==> src/rtl/bus_pkg.sv <==
// bus_pkg: shared state encoding, line levels and default width for the
// bus master transmitter slice.
package bus_pkg;

  localparam int DEFAULT_DATA_W = 8;

  localparam logic START_BIT  = 1'b0;
  localparam logic STOP_BIT   = 1'b1;
  localparam logic IDLE_LEVEL = 1'b1;

  typedef enum logic [2:0] {
    IDLE,
    START,
    DATA,
    PARITY,
    STOP,
    ACK_WAIT
  } tx_state_t;

endpackage

==> src/rtl/bus_tx_fifo.sv <==
// bus_tx_fifo: small synchronous FIFO buffering host bytes ahead of the
// serialiser. Depth must be a power of two so the pointers wrap on their own.
// Full and empty are registered so the host-side ready never depends on the
// same-cycle pop decision.
module bus_tx_fifo
  import bus_pkg::*;
#(
  parameter int DATA_W     = DEFAULT_DATA_W,
  parameter int FIFO_DEPTH = 4
) (
  input  logic              clk,
  input  logic              rst,
  input  logic              push,
  input  logic [DATA_W-1:0] push_data,
  input  logic              pop,
  output logic [DATA_W-1:0] pop_data,
  output logic              full,
  output logic              empty
);

  localparam int PTR_W = $clog2(FIFO_DEPTH);
  localparam int CNT_W = PTR_W + 1;
  localparam logic [CNT_W-1:0] CNT_FULL = CNT_W'(FIFO_DEPTH);

  logic [DATA_W-1:0] mem [FIFO_DEPTH];
  logic [PTR_W-1:0]  wr_ptr;
  logic [PTR_W-1:0]  rd_ptr;
  logic [CNT_W-1:0]  count;
  logic [CNT_W-1:0]  count_next;
  logic              do_push;
  logic              do_pop;

  assign do_push  = push && !full;
  assign do_pop   = pop && !empty;
  assign pop_data = mem[rd_ptr];

  // Next occupancy, used to keep the registered full/empty flags in step.
  always_comb begin
    count_next = count;
    case ({do_push, do_pop})
      2'b10:   count_next = count + CNT_W'(1);
      2'b01:   count_next = count - CNT_W'(1);
      default: count_next = count;
    endcase
  end

  // Byte storage; contents need no reset because the pointers gate visibility.
  always_ff @(posedge clk) begin
    if (do_push) begin
      mem[wr_ptr] <= push_data;
    end
  end

  // Pointers, occupancy and status flags.
  always_ff @(posedge clk or posedge rst) begin
    if (rst) begin
      wr_ptr <= '0;
      rd_ptr <= '0;
      count  <= '0;
      full   <= 1'b0;
      empty  <= 1'b1;
    end else begin
      if (do_push) begin
        wr_ptr <= wr_ptr + PTR_W'(1);
      end
      if (do_pop) begin
        rd_ptr <= rd_ptr + PTR_W'(1);
      end
      count <= count_next;
      full  <= (count_next == CNT_FULL);
      empty <= (count_next == '0);
    end
  end

endmodule

==> src/rtl/bus_master_tx.sv <==
// bus_master_tx: buffers host bytes, waits for a free bus, then sends each
// byte as start bit, LSB-first data, optional even parity and stop bit, and
// finally waits a bounded time for the slave to pull ack_in low.
// Optional feature macro: BUS_MASTER_TX_PARITY_EN adds a parity bit after
// the data bits.
module bus_master_tx
  import bus_pkg::*;
#(
  parameter int DATA_W      = DEFAULT_DATA_W,
  parameter int FIFO_DEPTH  = 4,
  parameter int ACK_TIMEOUT = 16
) (
  input  logic              clk,
  input  logic              rst,
  input  logic [DATA_W-1:0] in_data,
  input  logic              in_valid,
  output logic              in_ready,
  input  logic              bus_busy,
  output logic              tx,
  input  logic              ack_in,
  output logic              active,
  output logic              frame_done,
  output logic              ack_err
);

  localparam int BIT_W = (DATA_W > 1) ? $clog2(DATA_W) : 1;
  localparam int ACK_W = $clog2(ACK_TIMEOUT + 1);
  localparam logic [BIT_W-1:0] LAST_BIT = BIT_W'(DATA_W - 1);
  localparam logic [ACK_W-1:0] LAST_ACK = ACK_W'(ACK_TIMEOUT - 1);

  tx_state_t         state;
  logic [DATA_W-1:0] shreg;
  logic [BIT_W-1:0]  bit_cnt;
  logic [ACK_W-1:0]  ack_cnt;
`ifdef BUS_MASTER_TX_PARITY_EN
  logic              parity_bit;
`endif

  logic              fifo_full;
  logic              fifo_empty;
  logic [DATA_W-1:0] fifo_dout;
  logic              push;
  logic              pop;

  assign in_ready = !fifo_full;
  assign push     = in_valid && in_ready;
  // A frame may only begin from IDLE; once started, bus_busy is ignored.
  assign pop      = (state == IDLE) && !fifo_empty && !bus_busy;

  bus_tx_fifo #(
    .DATA_W     (DATA_W),
    .FIFO_DEPTH (FIFO_DEPTH)
  ) u_fifo (
    .clk       (clk),
    .rst       (rst),
    .push      (push),
    .push_data (in_data),
    .pop       (pop),
    .pop_data  (fifo_dout),
    .full      (fifo_full),
    .empty     (fifo_empty)
  );

  // Frame sequencer: drives the registered tx line and the status pulses.
  always_ff @(posedge clk or posedge rst) begin
    if (rst) begin
      state      <= IDLE;
      tx         <= IDLE_LEVEL;
      active     <= 1'b0;
      frame_done <= 1'b0;
      ack_err    <= 1'b0;
      shreg      <= '0;
      bit_cnt    <= '0;
      ack_cnt    <= '0;
`ifdef BUS_MASTER_TX_PARITY_EN
      parity_bit <= 1'b0;
`endif
    end else begin
      frame_done <= 1'b0;
      ack_err    <= 1'b0;
      case (state)
        IDLE: begin
          if (pop) begin
            shreg  <= fifo_dout;
            tx     <= START_BIT;
            active <= 1'b1;
            state  <= START;
`ifdef BUS_MASTER_TX_PARITY_EN
            parity_bit <= ^fifo_dout;
`endif
          end
        end
        START: begin
          tx      <= shreg[0];
          shreg   <= shreg >> 1;
          bit_cnt <= '0;
          state   <= DATA;
        end
        DATA: begin
          if (bit_cnt == LAST_BIT) begin
`ifdef BUS_MASTER_TX_PARITY_EN
            tx    <= parity_bit;
            state <= PARITY;
`else
            tx    <= STOP_BIT;
            state <= STOP;
`endif
          end else begin
            tx      <= shreg[0];
            shreg   <= shreg >> 1;
            bit_cnt <= bit_cnt + BIT_W'(1);
          end
        end
`ifdef BUS_MASTER_TX_PARITY_EN
        PARITY: begin
          tx    <= STOP_BIT;
          state <= STOP;
        end
`endif
        STOP: begin
          tx      <= IDLE_LEVEL;
          ack_cnt <= '0;
          state   <= ACK_WAIT;
        end
        ACK_WAIT: begin
          if (!ack_in) begin
            frame_done <= 1'b1;
            active     <= 1'b0;
            state      <= IDLE;
          end else if (ack_cnt == LAST_ACK) begin
            frame_done <= 1'b1;
            ack_err    <= 1'b1;
            active     <= 1'b0;
            state      <= IDLE;
          end else begin
            ack_cnt <= ack_cnt + ACK_W'(1);
          end
        end
        default: begin
          tx     <= IDLE_LEVEL;
          active <= 1'b0;
          state  <= IDLE;
        end
      endcase
    end
  end

endmodule

==> config.mk <==
export PLATFORM = sky130hd
export DESIGN_NAME = bus_master_tx
export DESIGN_NICKNAME = d
export VERILOG_FILES = /design/src/rtl/bus_pkg.sv /design/src/rtl/bus_tx_fifo.sv /design/src/rtl/bus_master_tx.sv
export SDC_FILE = /design/constraint.sdc
export NUM_CORES = 1
export LEC_CHECK = 0
export CELL_PAD_IN_SITES_DETAIL_PLACEMENT = 0
export CELL_PAD_IN_SITES_GLOBAL_PLACEMENT = 1
export CORE_MARGIN = 1.5
export CORE_UTILIZATION = 49
export CTS_CLUSTER_SIZE = 25
export DETAILED_ROUTE_END_ITERATION = 16
export PLACE_DENSITY = 0.78
export SYNTH_ARGS = -nofsm -noshare
export SYNTH_HDL_FRONTEND = slang
export SYNTH_SLANG_ARGS = --single-unit
==> constraint.sdc <==
create_clock -name clk -period 2.5 [get_ports clk]
set_input_delay 0.375 -clock clk [delete_from_list [all_inputs] [get_ports clk]]
set_output_delay 0.375 -clock clk [all_outputs]
set_load 0.1 [all_outputs]
Word level (Yosys, flattened, before mapping)
Memories as Yosys holds them, arrays and structs flattened.
Index checks and enable logic that the tools add are counted.
{"block": "totals", "wordCells": 85, "inputBits": 13, "mem_count": 1, "ramBits": 32, "register_bits": 32}
{"block": "op_classes", "add_sub_neg": 6, "eq_ne": 15, "n_mux": 28, "reduce_logical": 20, "bitwise_logic": 2}
{"memory": "u_fifo.mem", "words": 4, "width": 8, "rd": 1, "rd_ports_with_merged_regs": 0, "wr": 1, "line": "bus_tx_fifo.sv:25", "source": "logic [DATA_W-1:0] mem [FIFO_DEPTH];"}
{"operator": "8-bit case mux with 3 select lines", "count": 1}
{"operator": "8-bit 2-to-1 mux", "count": 2}
{"operator": "3-bit 2-to-1 mux", "count": 5}
{"operator": "3-bit case mux with 5 select lines", "count": 1}
{"operator": "3-bit == test (second input constant)", "count": 4}
{"operator": "1-bit 2-to-1 mux", "count": 12}
{"operator": "3-bit case mux with 2 select lines", "count": 2}
{"operator": "3-bit AND reduction", "count": 4}
{"operator": "5-bit 2-to-1 mux", "count": 2}
{"operator": "5-bit case mux with 2 select lines", "count": 1}
{"operator": "2-bit inequality test (second input constant)", "count": 4}
{"operator": "3-bit by 1-bit adder with 3-bit output (second input constant)", "count": 2}
{"operator": "3-bit logical NOT", "count": 2}
{"operator": "5-bit by 1-bit adder with 5-bit output (second input constant)", "count": 1}
{"operator": "5-bit by 4-bit == test with 1-bit output (second input constant)", "count": 1}
{"operator": "1-bit logical AND", "count": 5}
{"operator": "2-bit by 1-bit adder with 2-bit output (second input constant)", "count": 2}
{"operator": "1-bit case mux with 4 select lines", "count": 1}
{"operator": "2-bit AND reduction", "count": 2}
{"operator": "2-bit nonzero test", "count": 2}
{"operator": "3-bit by 1-bit == test with 1-bit output (second input constant)", "count": 1}
{"operator": "3-bit by 2-bit == test with 1-bit output (second input constant)", "count": 1}
{"operator": "1-bit logical NOT", "count": 3}
{"operator": "3-bit inequality test (second input constant)", "count": 1}
{"operator": "other kinds (8)", "count": 9}

Logic depth before layout (Yosys ltp)
Gate-level depths: netlist of run 1.
{"block": "depth", "word_depth": 7, "ltp_mapped": 9, "mapped_depth_nobuf": 7}

Hierarchy
Synthesis of run 1 repeated with hierarchy kept, for this count alone.
{"block": "hier_totals", "hier_cells": 218, "hier_area_um2": 2876.5}
{"mod": "bus_tx_fifo", "area_each_um2": 1670.4, "n_inst": 1, "cells_per_inst": 88, "seq_area_each_um2": 1187.4}
{"mod": "bus_master_tx", "area_each_um2": 1206.2, "n_inst": 1, "cells_per_inst": 130, "seq_area_each_um2": 576.8}

Worst setup path after synthesis of run 1
Ideal clock, no wire load.
{"block": "synth_timing", "kind": "register to register", "startpoint": "reg state[2]", "endpoint": "reg u_fifo.count[2]", "required_ps": 2373, "arrival_time_ps": 2028, "setup_ps": 127, "path_buffers": 2, "setup_slack_ps": 344, "path_stages_with_launch": 10, "path_cell_list": "dfrtp_1 buf_6 nor2_1 and2_1 clkbuf_1 ha_1 fa_1 xnor2_1 o21a_1 or2_2"}
{"block": "synth_between", "elab_chain_cells": 6, "word_cells_on_any_way": 7, "cone_classes": "eq/ne: 2; mux: 1; reduce/logical: 4"}
{"item": "from (decl)", "line": "bus_master_tx.sv:31", "source": "tx_state_t state;"}
{"item": "from (signal assigned)", "line": "bus_master_tx.sv:67", "source": "state <= IDLE;"}
{"item": "from (signal assigned)", "line": "bus_master_tx.sv:87", "source": "state <= START;"}
{"item": "from (signal assigned)", "line": "bus_master_tx.sv:97", "source": "state <= DATA;"}
{"item": "3-bit logical NOT (*)", "line": "bus_master_tx.sv:48", "source": "assign pop = (state == IDLE) && !fifo_empty && !bus_busy;"}
{"item": "1-bit logical AND (*) (2 in a row)", "line": "bus_master_tx.sv:48"}
{"item": "1-bit logical AND (*)", "line": "bus_tx_fifo.sv:34", "source": "assign do_pop = pop && !empty;"}
{"item": "2-bit by 1-bit == test with 1-bit output / 2-bit == test (equally long branches)", "line": "bus_tx_fifo.sv:40", "source": "case ({do_push, do_pop})"}
{"item": "3-bit case mux with 2 select lines (*)", "line": "bus_tx_fifo.sv:40"}
{"item": "net u_fifo.count_next[2]", "line": "bus_tx_fifo.sv:29", "source": "logic [CNT_W-1:0] count_next;"}
{"item": "to (signal assigned)", "line": "bus_tx_fifo.sv:69", "source": "count <= count_next;"}
{"item": "to (decl)", "line": "bus_tx_fifo.sv:28", "source": "logic [CNT_W-1:0] count;"}
Mark *: on every way through the listed nets, which the timed path passes. The rest lies on a longest branch.
A chain may end at the register's enable or synchronous reset.

Worst setup path in the final report of run 1
{"block": "layout_timing", "startpoint": "reg u_fifo.empty", "endpoint": "reg u_fifo.count[2]"}
{"block": "layout_between", "elab_chain_cells": 6, "word_cells_on_any_way": 7, "cone_classes": "eq/ne: 2; mux: 1; reduce/logical: 4"}
{"item": "from (decl)", "line": "bus_tx_fifo.sv:18", "source": "output logic empty"}
{"item": "from (signal assigned)", "line": "bus_tx_fifo.sv:71", "source": "empty <= (count_next == '0);"}
{"item": "1-bit logical NOT (*)", "line": "bus_tx_fifo.sv:34, bus_master_tx.sv:48"}
{"item": "1-bit logical AND (2 in a row)", "line": "bus_master_tx.sv:48"}
{"item": "1-bit logical AND (*)", "line": "bus_tx_fifo.sv:34"}
{"item": "2-bit by 1-bit == test with 1-bit output / 2-bit == test (equally long branches)", "line": "bus_tx_fifo.sv:40"}
{"item": "3-bit case mux with 2 select lines (*)", "line": "bus_tx_fifo.sv:40"}
{"item": "net u_fifo.count_next[2]", "line": "bus_tx_fifo.sv:29"}
Marked as above.

==> flow_summary.ini, run 1 <==
[timing]
fin_crit_sh_pct = 86.5
min_period_ns = 2.16
fin_skew_ns = 0.00487
hold_viol = 0
fin_tns_setup_ns = 0
setup_slack_ns = 0.338
setup_viol_count_final = 0
maxSlewViolCount = 0
rsz0062_at_grt = false
slew_headroom_pct = 62.3
worstMarginPinSlew_ns = 0.565
max_clock_freq_mhz = 463

[global_routing]
antenna_found_initial = 0
grt_first_pass_wirelength_um = 8870
grt_overflow = 0
grt_pass1_vias = 1817
grt.total_usage_pct = 19.1
grt_max_degree = 33

[clock_tree]
path_clk_slew_ns = 0.07
clock_latency_ns = 0.34
cts_buffers = 9
clkSinkCount = 64
ctsHoldBuffers = 0
cts_tree = built
cts_resized = 0
cts_root_buf = clkbuf_8
postCtsSetupBuffers = 0
cts.path.max_buffers = 2
htreeDepth = 3

[place]
pre_cts_ws_ns = 0.00607
dp.cells = 296
port_buffers = 17
place_congestion = 0.754
hpwl_um = 3500

[synth]
syn_inst = 210
synthArstFlopShare_pct = 50.0
yosysWarnings = 0
synth_largest_area_cell = edfxtp_1
synthDistinctLibCells = 46
ys_seq_area_share_pct = 60.7
synthesis.nets = 233
synthFlopType = edfxtp_1
synth-edff-count = 32
avgSynthCellArea_um2 = 13.8
yosys_register_bits = 64
ys_top_cells_by_area = edfxtp_1 33%, dfrtp_1 26%, mux4_2 6.2%, ha_1 3.9%, o21ai_0 2.1%
synth_top_area_share_pct = 33.1
syn-cell-area_um2 = 2910

[cells_and_area]
area_growth_syn_to_layout_pct = 15.9
final_cell_mix = 32 x edfxtp_1, 30 x dfrtp_1, 13 x buf_4, 12 x o21ai_0, 12 x clkdlybuf4s50_1
final_cell_count_no_fill = 312
num_antenna_cells = 0
nets = 258
layout_commonest_cell = edfxtp_1
utilization_pct = 60.0
drive_gt1_share_pct = 20.0

[power]
switching_share_pct = 35.6
combPwrFrac_pct = 37.0
p_int_w = 0.00270
clkPwrFrac_pct = 23.2
p_leak_nw = 1.33
vdd_ir_drop_max_mv = 0.743
switching_power_w = 0.00150
p_seq_share_pct = 39.7
powerDensity_nw_per_um2 = 1250

[routing]
detail_route.first_pass.iterations = 5
vias = 1805
drt-total-wl_um = 5230
detail-route-antenna-nets = 0
post-route-drc-count = 0
viasPerCell = 5.79
detail_route.wl_per_cell_um = 16.8
drt_iter0_drc = 115

[setup_path]
critical_path.max_stage_delay_ns = 0.53
path_buf_inv = 0
startpoint_type = register
r2r_setup_slack_ns = 0.34
cp.depth = 7
cpLargestDelayFamily = adder cells
worstReg2RegEnd = u_fifo.count[2]
critical_path.max_fanout = 3
crit_type = register to register
worstPathArrival_ns = 2.38
critPathCaptureType = register
startpoint = u_fifo.empty
critPathCapture = u_fifo.count[2]
crit_chain = nor3_1, and2_1, ha_1, fa_1, xnor2_1, o21a_1, or2_2
slowest_stage = dfstp_2
required_ns = 2.72
r2r_start = u_fifo.empty
worstRegToRegCells = 7

[status]
status = completed

[floorplanning]
io-pin-count = 18
design.core.area_um2 = 5610
core.rowCount = 27
die_y_um = 80
die_w_um = 80
fp.dieArea_um2 = 6400
start_util_pct = 51.8

[worst_hold_path]
hp-class = primary input to asynchronous set/reset pin

[run]
max-cap-violations = 0
-- kinds of logic after synthesis --
logic type      count (synthesis)  synth area share [%]
mux                            14                  8.44
flops                          64                  60.7
xor+xnor                        7                  2.11
buf+inv                        22                  3.66
fa+ha+maj                      10                  4.57
simple gates                   46                  9.56
compound gates                 47                  10.9
-- final cells by class --
cell class / instances / area, µm²
Tap cell: 72 / 90.1
Fill cell: 459 / 2240
Inverter: 11 / 41.3
Sequential cell: 64 / 1760
Clock inverter: 7 / 95.1
Timing Repair Buffer: 25 / 218
Multi-Input combinational cell: 124 / 1030
Clock buffer: 9 / 124
-- metal layers --
metal | vias up | track usage [%] | routed length [µm]
li1 | 835 | - | -
met1 | 928 | 24.7 | 2330
met2 | 33 | 30.1 | 2620
met4 | 0 | 7.76 | 88
met3 | 9 | 5.83 | 195
met5 | - | 0 | 0
-- cells in the mapped netlist, types with 2 or more instances --
cell / count
a31oi_1: 7
nor3_1: 4
a211oi_1: 8
and3_1: 2
edfxtp_1: 32
a22o_1: 5
mux2i_1: 2
nor2_1: 10
nand2_1: 3
ha_1: 9
and2_1: 5
o21ai_0: 12
inv_1: 10
nor2b_1: 3
o21ba_2: 2
buf_6: 2
xnor2_1: 4
dfstp_2: 2
xor2_1: 3
mux2_2: 4
nor3b_1: 2
mux4_2: 8
nand2b_1: 2
nand3_1: 9
clkbuf_1: 3
dfrtp_1: 30
buf_2: 4
a21oi_1: 5
-- worst min path at each step --
stage | from | to | slack [ns] | depth (start not counted)
after CTS | rst | ack_cnt[4] | 0.44 | 3
after floorplan | in_data[0] | u_fifo.mem[0][0] | 0.47 | 0
after global routing | rst | u_fifo.count[1] | 0.47 | 3
after detailed placement | tx | tx | 0.50 | 2
final | rst | state[1] | 0.43 | 3
after global placement | ack_cnt[4] | ack_cnt[4] | 0.49 | 1
-- flip-flops by register name (all words and copies together), names as in the netlist --
name / flops
frame_done: 1
u_fifo.empty: 1
u_fifo.count: 3
bit_cnt: 3
active: 1
u_fifo.mem: 32
u_fifo.wr_ptr: 2
u_fifo.rd_ptr: 2
u_fifo.full: 1
tx: 1
ack_err: 1
ack_cnt: 5
shreg: 8
state: 3
-- power by group through the flow --
| stage | sequential, W | clock (W) | combinational, W |
|---|---|---|---|
| final | 0.00167 | 0.000975 | 0.00155 |
| after global routing | 0.00172 | 0.00104 | 0.00171 |
| after CTS | 0.00167 | 0.000995 | 0.00157 |
| after detailed placement | 0.00169 | 0 | 0.00155 |
| after global placement | 0.00167 | 0 | 0.00147 |
| after floorplan | 0.00169 | 0 | 0.00120 |
-- stage by stage --
step	cell area [µm²]	hold WS, ns	power [W]
2_1_floorplan	2910	0.474	0.00289
3_3_place_gp	3150	0.492	0.00314
3_5_place_dp	3150	0.497	0.00324
4_1_cts	3370	0.439	0.00423
5_1_grt	3370	0.466	0.00447
6_report	3370	0.428	0.00420
-- tightest hold or removal path, delay by kind of cell --
| kind | cells | cell delay (ns) |
|---|---|---|
| buffers and inverters | 3 | 0.82 |
Note: power is estimated with default switching activity, not from simulation.
==> run 2: changes to the inputs <==
Settings changed: ABC_CLOCK_PERIOD_IN_PS set to 2500.
==> results of run 2 <==
The final DEF is identical to that of run 1; final timing and power are the same.
==> run 3: changes to the inputs <==
Settings changed: MAX_ROUTING_LAYER set to met4.
==> run 3 against run 2 <==
Net effect: combinational power barely moved; largest cell class unchanged; design area unchanged; critical path depth did not move; die area is the same; final cell count unchanged; highest routed layer unchanged; utilization stayed put; global-route usage grew 0.63 points; largest power group unchanged; clock power about the same; critical path type unchanged; worst hold slack better by 0.0026 ns; sequential share of layout area unchanged.
==> flow_summary.ini, run 3 (synthesized netlist as in run 1, its figures left out) <==
[clock_tree]
postCtsSetupBuffers = 0
cts_buffers = 9
cts_root_buf = clkbuf_8
clock_latency_ns = 0.34
cts_tree = built
path_clk_slew_ns = 0.07
ctsHoldBuffers = 0
htreeDepth = 3
cts.path.max_buffers = 2
cts_resized = 0
clkSinkCount = 64

[timing]
maxSlewViolCount = 0
rsz0062_at_grt = false
max_clock_freq_mhz = 463
fin_crit_sh_pct = 86.3
worstMarginPinSlew_ns = 0.568
fin_tns_setup_ns = 0
slew_headroom_pct = 62.2
setup_viol_count_final = 0
hold_viol = 0
min_period_ns = 2.16
fin_skew_ns = 0.00563

[floorplanning]
start_util_pct = 51.8
fp.dieArea_um2 = 6400
io-pin-count = 18
design.core.area_um2 = 5610
core.rowCount = 27
die_w_um = 80
die_y_um = 80

[routing]
post-route-drc-count = 0
detail-route-antenna-nets = 0
detail_route.first_pass.iterations = 4
viasPerCell = 5.77
vias = 1801
drt-total-wl_um = 5260
drt_iter0_drc = 101
detail_route.wl_per_cell_um = 16.8

[place]
port_buffers = 17
placed_area_um2 = 3150
place_congestion = 0.763
hpwl_um = 3500
dp.cells = 296

[setup_path]
critPathCaptureType = register
startpoint_type = register
critical_path.max_fanout = 3
r2r_setup_slack_ns = 0.34
critical_path.max_stage_delay_ns = 0.53
slowest_stage = dfstp_2
required_ns = 2.72
worstRegToRegCells = 7
critPathCapture = u_fifo.count[2]
worstPathArrival_ns = 2.38
startpoint = u_fifo.empty
crit_type = register to register
worstReg2RegEnd = u_fifo.count[2]
crit_chain = nor3_1, and2_1, ha_1, fa_1, xnor2_1, o21a_1, or2_2
r2r_start = u_fifo.empty

[cells_and_area]
final_cell_mix = 32 x edfxtp_1, 30 x dfrtp_1, 13 x buf_4, 12 x o21ai_0, 12 x clkdlybuf4s50_1
final_cell_count_no_fill = 312
area_growth_syn_to_layout_pct = 15.9
num_antenna_cells = 0
fin_area_um2 = 3370
top_register = u_fifo.mem
nets = 258
layout_commonest_cell = edfxtp_1
largest_reg_flops = 32
top_regs = u_fifo.mem x32, shreg x8, ack_cnt x5
drive_gt1_share_pct = 20.0
n_fill_cell = 459

[global_routing]
grt_overflow = 0
grt_first_pass_wirelength_um = 8910
antenna_found_initial = 0
grt_max_degree = 33
grt_pass1_vias = 1823
grt.total_usage_pct = 19.8

[power]
p_leak_nw = 1.33
powerDensity_nw_per_um2 = 1250
vdd_ir_drop_max_mv = 0.743

[run]
max-cap-violations = 0

[status]
status = completed

[worst_hold_path]
hp-class = primary input to asynchronous set/reset pin
[run 3: area by class of cell]
| type | instances | area (µm²) | area share (%) |
|---|---|---|---|
| flip-flops and latches | 64 | 1760 | 52.4 |
| multi-input cells | 124 | 1030 | 30.7 |
| repair buffers | 25 | 218 | 6.47 |
| clock buffers | 9 | 124 | 3.68 |
| clock inverters | 7 | 95.1 | 2.82 |
| well taps | 72 | 90.1 | 2.68 |
| inverters | 11 | 41.3 | 1.23 |
[run 3: through the flow]
stage	worst slack, ns	util, %	hold WS, ns	total power, W
2_1_floorplan	0.344	-	0.474	0.00289
3_3_place_gp	0.0709	56.1	0.492	0.00314
3_5_place_dp	0.00607	56.1	0.497	0.00324
4_1_cts	0.343	60.0	0.439	0.00423
5_1_grt	0.262	60.0	0.462	0.00447
6_report	0.342	60.0	0.431	0.00420
[run 3: routing by layer]
layer,track usage [%],wire length [µm]
met1,24.6,2360
met2,30.3,2640
met3,5.49,147
met4,8.79,101
met5,-,0
[run 3: how the worst min path moves through the flow]
stage,start,to,slack (ns)
final,rst,u_fifo.wr_ptr[0],0.43
after global routing,rst,u_fifo.count[1],0.46
after CTS,rst,ack_cnt[4],0.44
after detailed placement,tx,tx,0.50
after global placement,ack_cnt[4],ack_cnt[4],0.49
after floorplan,in_data[0],u_fifo.mem[0][0],0.47
[run 3: critical path, delay by kind of cell (launching register included)]
kind	cells	cell delay, ns
AOI/OAI and AO/OA	1	0.20
xor gates and xnor gates	1	0.16
adders and majority gates	2	0.61
DFF	1	0.53
and+or+nand+nor	3	0.53
[run 3: report_power, final]
| part | internal, W | total, W | leakage (nW) | switching, W |
|---|---|---|---|---|
| Sequential | 0.00144 | 0.00167 | 0.686 | 0.000231 |
| Clock | 0.000561 | 0.000972 | 0.0995 | 0.000412 |
| Combinational | 0.000700 | 0.00156 | 0.544 | 0.000856 |
| Total | 0.00270 | 0.00420 | 1.33 | 0.00150 |
